==> src/rtl/eeprom_const_pkg.sv <==
// Shared constants, state encoding and request check for the SHA-256 constant
// reader.
package eeprom_const_pkg;

    localparam logic [12:0] H_BASE  = 13'd0;
    localparam int          H_WORDS = 8;
    localparam logic [12:0] K_BASE  = 13'd8;
    localparam int          K_WORDS = 64;

    localparam int ACCESS_CYCLES_DEF  = 3;
    localparam int RECOVER_CYCLES_DEF = 1;

    typedef enum logic [1:0] {
        ST_IDLE,
        ST_SETUP,
        ST_ACCESS,
        ST_RECOVER
    } state_e;

    // A request must name at least one word and stay inside its region.
    function automatic logic req_ok(input logic       sel,
                                    input logic [5:0] idx,
                                    input logic [6:0] len);
        logic [7:0] end_idx;
        logic [7:0] words;
        end_idx = {2'b00, idx} + {1'b0, len};
        words   = sel ? 8'(K_WORDS) : 8'(H_WORDS);
        return (len != 7'd0) && (end_idx <= words);
    endfunction

endpackage

==> src/rtl/eeprom_wait_counter.sv <==
// Load/decrement wait-state counter used for both the access and recovery
// phases of an EEPROM read.
module eeprom_wait_counter (
    input  logic       clk,
    input  logic       rst,
    input  logic       load,
    input  logic [3:0] load_val,
    input  logic       dec,
    output logic       zero
);

    logic [3:0] cnt_q;
    logic [3:0] cnt_d;

    always_comb begin
        cnt_d = cnt_q;
        if (load) begin
            cnt_d = load_val;
        end else if (dec && (cnt_q != 4'd0)) begin
            cnt_d = cnt_q - 4'd1;
        end
    end

    always_ff @(posedge clk) begin
        if (rst) begin
            cnt_q <= 4'd0;
        end else begin
            cnt_q <= cnt_d;
        end
    end

    assign zero = (cnt_q == 4'd0);

endmodule

==> src/rtl/eeprom_const_reader.sv <==
// Reads SHA-256 constants from four byte-wide EEPROM lanes and streams the
// assembled 32-bit words to the hash core.
//
// state      | meaning
// IDLE       | strobes high, waiting for START; validates requests
// SETUP      | address presented, strobes still high
// ACCESS     | CE_N/OE_N low for ACCESS_CYCLES; data sampled on the last edge
// RECOVER    | strobes high for RECOVER_CYCLES; VALID in the first cycle
module eeprom_const_reader
    import eeprom_const_pkg::*;
#(
    parameter int ACCESS_CYCLES  = ACCESS_CYCLES_DEF,
    parameter int RECOVER_CYCLES = RECOVER_CYCLES_DEF
) (
    input  logic        CLK,
    input  logic        RST,
    input  logic        START,
    input  logic        SEL,
    input  logic [5:0]  IDX,
    input  logic [6:0]  LEN,
    output logic        BUSY,
    output logic [31:0] WORD,
    output logic        VALID,
    output logic        DONE,
    output logic        ERR,
    output logic [12:0] A,
    output logic        CE_N,
    output logic        OE_N,
    output logic        WE_N,
    // Lane bit 0 (its MSB) maps to port bit 7, so D1 lands in WORD[31:24].
    input  logic [7:0]  D1,
    input  logic [7:0]  D2,
    input  logic [7:0]  D3,
    input  logic [7:0]  D4
);

    state_e      state_q, state_d;
    logic [12:0] addr_q, addr_d;
    logic [6:0]  rem_q, rem_d;
    logic [31:0] word_q, word_d;
    logic        valid_q, valid_d;
    logic        done_q, done_d;
    logic        err_q, err_d;
    logic        busy_q, busy_d;
    logic        ce_n_q, ce_n_d;
    logic        oe_n_q, oe_n_d;

    logic        cnt_load;
    logic [3:0]  cnt_load_val;
    logic        cnt_dec;
    logic        cnt_zero;

    eeprom_wait_counter u_wait (
        .clk      (CLK),
        .rst      (RST),
        .load     (cnt_load),
        .load_val (cnt_load_val),
        .dec      (cnt_dec),
        .zero     (cnt_zero)
    );

    always_comb begin
        state_d      = state_q;
        addr_d       = addr_q;
        rem_d        = rem_q;
        word_d       = word_q;
        valid_d      = 1'b0;
        done_d       = 1'b0;
        err_d        = 1'b0;
        cnt_load     = 1'b0;
        cnt_load_val = 4'(ACCESS_CYCLES - 1);
        cnt_dec      = 1'b0;

        unique case (state_q)
            ST_IDLE: begin
                if (START) begin
                    if (req_ok(SEL, IDX, LEN)) begin
                        addr_d  = (SEL ? K_BASE : H_BASE) + 13'(IDX);
                        rem_d   = LEN;
                        state_d = ST_SETUP;
                    end else begin
                        err_d = 1'b1;
                    end
                end
            end
            ST_SETUP: begin
                cnt_load     = 1'b1;
                cnt_load_val = 4'(ACCESS_CYCLES - 1);
                state_d      = ST_ACCESS;
            end
            ST_ACCESS: begin
                if (cnt_zero) begin
                    word_d       = {D1, D2, D3, D4};
                    valid_d      = 1'b1;
                    done_d       = (rem_q == 7'd1);
                    cnt_load     = 1'b1;
                    cnt_load_val = 4'(RECOVER_CYCLES - 1);
                    state_d      = ST_RECOVER;
                end else begin
                    cnt_dec = 1'b1;
                end
            end
            ST_RECOVER: begin
                if (cnt_zero) begin
                    if (rem_q > 7'd1) begin
                        addr_d  = addr_q + 13'd1;
                        rem_d   = rem_q - 7'd1;
                        state_d = ST_SETUP;
                    end else begin
                        state_d = ST_IDLE;
                    end
                end else begin
                    cnt_dec = 1'b1;
                end
            end
            default: state_d = ST_IDLE;
        endcase

        // Strobes are registered from the next state so they change cleanly
        // on the edge that enters or leaves ACCESS.
        ce_n_d = (state_d != ST_ACCESS);
        oe_n_d = (state_d != ST_ACCESS);
        busy_d = (state_d != ST_IDLE);
    end

    always_ff @(posedge CLK) begin
        if (RST) begin
            state_q <= ST_IDLE;
            addr_q  <= 13'd0;
            rem_q   <= 7'd0;
            word_q  <= 32'd0;
            valid_q <= 1'b0;
            done_q  <= 1'b0;
            err_q   <= 1'b0;
            busy_q  <= 1'b0;
            ce_n_q  <= 1'b1;
            oe_n_q  <= 1'b1;
        end else begin
            state_q <= state_d;
            addr_q  <= addr_d;
            rem_q   <= rem_d;
            word_q  <= word_d;
            valid_q <= valid_d;
            done_q  <= done_d;
            err_q   <= err_d;
            busy_q  <= busy_d;
            ce_n_q  <= ce_n_d;
            oe_n_q  <= oe_n_d;
        end
    end

    assign BUSY  = busy_q;
    assign WORD  = word_q;
    assign VALID = valid_q;
    assign DONE  = done_q;
    assign ERR   = err_q;
    assign A     = addr_q;
    assign CE_N  = ce_n_q;
    assign OE_N  = oe_n_q;
    assign WE_N  = 1'b1;

endmodule
==> config.mk <==
export PLATFORM = sky130hd
export DESIGN_NAME = eeprom_const_reader
export DESIGN_NICKNAME = d
export VERILOG_FILES = /design/src/rtl/eeprom_const_pkg.sv /design/src/rtl/eeprom_wait_counter.sv /design/src/rtl/eeprom_const_reader.sv
export SDC_FILE = /design/constraint.sdc
export NUM_CORES = 1
export LEC_CHECK = 0
export BUFFER_PORTS_ARGS = -buffer_cell sky130_fd_sc_hd__buf_2
export CAP_MARGIN = 30
export CORE_ASPECT_RATIO = 1.5
export CORE_MARGIN = 1
export CORE_UTILIZATION = 50
export CTS_BUF_LIST = sky130_fd_sc_hd__clkbuf_4 sky130_fd_sc_hd__clkbuf_8
export DETAILED_ROUTE_END_ITERATION = 10
export GPL_TIMING_DRIVEN = 0
export PLACE_DENSITY_LB_ADDON = 0.3
export SETUP_SLACK_MARGIN = 0.3
export SLEW_MARGIN = 20
export SYNTH_ARGS = -nofsm -noshare
export SYNTH_HDL_FRONTEND = slang
export SYNTH_SLANG_ARGS = --single-unit
==> constraint.sdc <==
create_clock -name CLK -period 7.9 [get_ports CLK]
set_clock_uncertainty 0.1 [all_clocks]
set_input_delay 1.185 -clock CLK [delete_from_list [all_inputs] [get_ports CLK]]
set_output_delay 1.185 -clock CLK [all_outputs]
set_load 0.01 [all_outputs]
==> results.txt <==
In this run the tool buffered the top-level ports with 98 buffer cells. After clock tree synthesis, the clock-pin slew on the worst setup and hold paths is 0.07 ns. The final count of pins violating max slew is 0, and the worst supply voltage drop on vdd is 0.234 mV. The width of the die was 69.0 um; the count of unresolved DRC violations after routing was 0. The tools report the final HPWL from detailed placement as 7030 um. The initial utilization of the core area, before any placement, comes to 51.9%. Setup-violating endpoint count in the final report: 0. Dividing the detail-routed wire length by the instance count gives 15.8 um. For the latest clock arrival within the worst-skew pair, the log shows 0.33 ns. The min-delay analysis places its worst path in the category reg -> reg. The number of clock sinks was 63.

The transition at the pin with the smallest max-transition slack works out to 0.570 ns. The worst register-to-register path begins at state_q[0]. Wires add up to 9460 um.

Initial antenna violation count: 0. For this design the top-level I/O count stands at 101. The data arrival time of the critical path is 4.43 ns.

The number of buffers inserted by hold repair at cts is 0. In this run the power density over the cells is 313 nW/um2. The shortest period the worst path allows was 4.34 ns; the total global routing overflow was 0. At the end of routability-driven placement, the weighted congestion stood at 0.886. The number of buffers inserted to repair setup after CTS is 0, and the worst-case register-to-register setup slack is 5.26 ns. The average footprint of a synthesized cell is 8.21 um2, and the largest net degree at the start of global routing is 11.

Setup repair after global routing left no endpoint under its margin. The worst hold path begins at WORD[1]. For the part of the power in combinational logic, the log shows 42.5%.

STA classifies the critical path endpoint as a flip-flop. Using the TritonRoute via totals, the vias-per-cell ratio works out to 6.02. Placeable core area: 6490 um2.

Primary flip-flop cell chosen by synthesis mapping: dfxtp_1. The area added between synthesis and finish is 24.2%. In this run the power spent charging and discharging nets is 517 uW. In this run, distinct cell masters in the synthesized netlist total 65. The fraction of power spent switching nets works out to 39.5%. The tools report the aggregate global-route resource usage as 29.2%. The synthesized area is 3370 um2. For this design the static power due to leakage is 1.80 nW. The synthesized design contains 0 enable-type register cells. In this run the clock root is driven by a clkbuf_8.

For this block, the via count after detailed routing is 3,605. The run gives 602 as the number of inserted filler cells in the final layout. The net total in the final layout is 587, and the share of the clock period used by the worst path after layout is 54.9%. The flow ran to the end, and the final reports show no timing, DRC or antenna violations. The tools report the hold path endpoint as WORD[1]. In this run, post-CTS repair resized a total of 0 instances. The share of synthesized flip-flops with an asynchronous set or reset works out to 0%. The run gives 3 as the number of H-tree branching levels.

Measured against its own limit, the worst slew margin works out to 61.6%. The first detailed-routing pass ran for 8 iterations. The worst hold path was traced through 2 stages.

In this run the remaining antenna-violating nets after routing total 0. STA classifies the critical path startpoint as an input port. In this run, synthesis produced a sequential element count of 63.

The die covers 7070 um2. The logs give 9 for the number of buffers created by CTS and 15,400 um for the wire length of the first global-routing pass. The internal portion of the total power is 792 uW. The worst setup path is of the in -> reg kind. Counting every instance in the synthesized netlist gives 410. The number of antenna diodes in the final layout is 0. For the worst setup path, the data required time is 8.00 ns. For the number of global-route vias before repair, the log shows 3,432. TritonCTS built the clock tree. Yosys printed 0 warnings.

The final hold violation count came out at 0. The number of max-capacitance violations reported is 0, and the first-iteration detailed-routing DRC count is 186. The total nets after synthesis was 478; the share of final-layout standard cells stronger than drive strength 1 was 27.0%. In this run the core area contains 36 standard-cell rows.

The length in cells of the worst reg-to-reg path was 8; the proportion of power drawn by flip-flops and latches was 33.0%. The worst register-to-register path ends at A[4]. For the clock network fraction of total power, the log shows 24.5%.

Maximum fanout encountered on the critical timing path: 10. The sum of negative setup slack was 0 ns; the sequential element share of the synthesized area was 37.5%. The number of buffers between clock root and the deepest sink was 2. Measured along the y axis, the die boundary spans 102 um. The overall power consumption is 1.31 mW, and the peak clock frequency supported by timing is 231 MHz.
per-stage QoR:
step / instance area [um2] / hold WS (ns) / std cells / utilization [%] / worst slack [ns]
after floorplan: 3370 / 0.381 / 410 / - / 3.84
after global placement: 3950 / 0.339 / 584 / 60.9 / 3.35
after detailed placement: 3950 / 0.343 / 584 / 60.9 / 3.32
after CTS: 4180 / 0.352 / 599 / 64.5 / 3.64
after global routing: 4180 / 0.378 / 599 / 64.5 / 3.32
final: 4180 / 0.353 / 599 / 64.5 / 3.56
power by group through the flow:
stage                     combinational [mW]  clock (mW)  sequential [mW]
final                                  0.556       0.321            0.432
after global routing                   0.616       0.339            0.441
after CTS                              0.551       0.325            0.430
after detailed placement               0.548           0            0.436
after global placement                 0.534           0            0.433
after floorplan                        0.359           0            0.452
state kept, by name (all words and copies together) (netlist names):
register,count
ERR,1
u_wait.cnt_q,4
BUSY,1
OE_N,1
A,13
WORD,32
DONE,1
rem_q,7
VALID,1
state_q,2
final cells by class:
| cell class | count | area, um2 | share of cell area, % |
|---|---|---|---|
| tap | 76 | 95.1 | 2.27 |
| clock inverter | 3 | 65.1 | 1.56 |
| clock buffer | 12 | 165 | 3.95 |
| timing repair buffer | 98 | 490 | 11.7 |
| buffer | 25 | 126 | 3.02 |
| multi-input combinational | 309 | 1930 | 46.1 |
| sequential | 63 | 1260 | 30.2 |
| inverter | 13 | 48.8 | 1.17 |
cells by family after synthesis:
logic type | share of synthesized area, %
other | 0.111
AO/OA/AOI/OAI | 25.3
buffers and inverters | 5.20
flip-flops | 37.5
XOR/XNOR | 1.82
multiplexers | 0.595
AND/OR/NAND/NOR | 22.2
adder cells (fa/ha/maj) | 7.29
worst max-delay path by stage:
stage               startpoint  depth (start not counted)  slack, ns        to
global route            IDX[0]                         16       3.32     A[11]
detailed placement      IDX[0]                         16       3.32  rem_q[0]
floorplan               IDX[0]                         15       3.84  rem_q[0]
CTS                     IDX[0]                         16       3.64     A[11]
global placement        IDX[0]                         16       3.35     A[11]
finish                  IDX[0]                         16       3.56     A[11]
cells in the mapped netlist, drive strengths merged, types with 4 or more instances:
cell type	number	area, um2
clkbuf	16	60.1
a21oi	58	302
o41ai	5	43.8
buf	9	66.3
nor3b	4	41.3
nor2	23	96.4
ha	18	225
and3	8	50.1
nor3	7	35.0
o31ai	11	87.6
o311ai	11	96.4
inv	13	48.8
nand2	79	299
o211ai	7	62.6
xnor2	4	35.0
dfxtp	63	1260
nand3	11	55.1
a31oi	6	43.8
o21ai	8	43.8
layout by cell type (no fill, tap or decap), types with 4 or more instances in the layout:
cell type	synthesis	routed
a21oi_1	55	55
o211ai_1	5	5
dfxtp_1	63	63
xnor2_1	4	4
buf_2	2	100
nor3_1	7	7
o21ai_0	7	7
and3_1	8	8
nor2_1	21	21
clkbuf_8	0	12
a31oi_1	5	5
inv_1	13	13
nand3_1	11	11
nand2_1	78	78
o41ai_1	5	5
buf_4	4	4
clkbuf_1	16	16
o31ai_1	10	10
ha_1	18	18
o311ai_0	9	9
routing by layer:
layer | part of all wire [%] | wire [um] | vias to the layer above | GRT usage (%)
li1 | - | - | 1702 | -
met1 | 39 | 3640 | 1678 | 30.6
met4 | 2.2 | 209 | 0 | 15.7
met5 | 0 | 0 | - | 0
met3 | 7.2 | 680 | 23 | 9.71
met2 | 52 | 4920 | 202 | 49.8
critical path, stage by stage:
cell and delay, ns:
buf_2 0.12, ha_1 0.22, fa_1 0.42, nand3_1 0.13
a21boi_1 0.09, o21a_1 0.17, nor2_1 0.11, xnor2_1 0.13
ha_1 0.27, nor2_1 0.17, nor2b_1 0.08, a32oi_2 0.28
a31oi_2 0.27, buf_4 0.27, o311ai_0 0.36, o41ai_1 0.16
(Power assumes the default switching activity.)
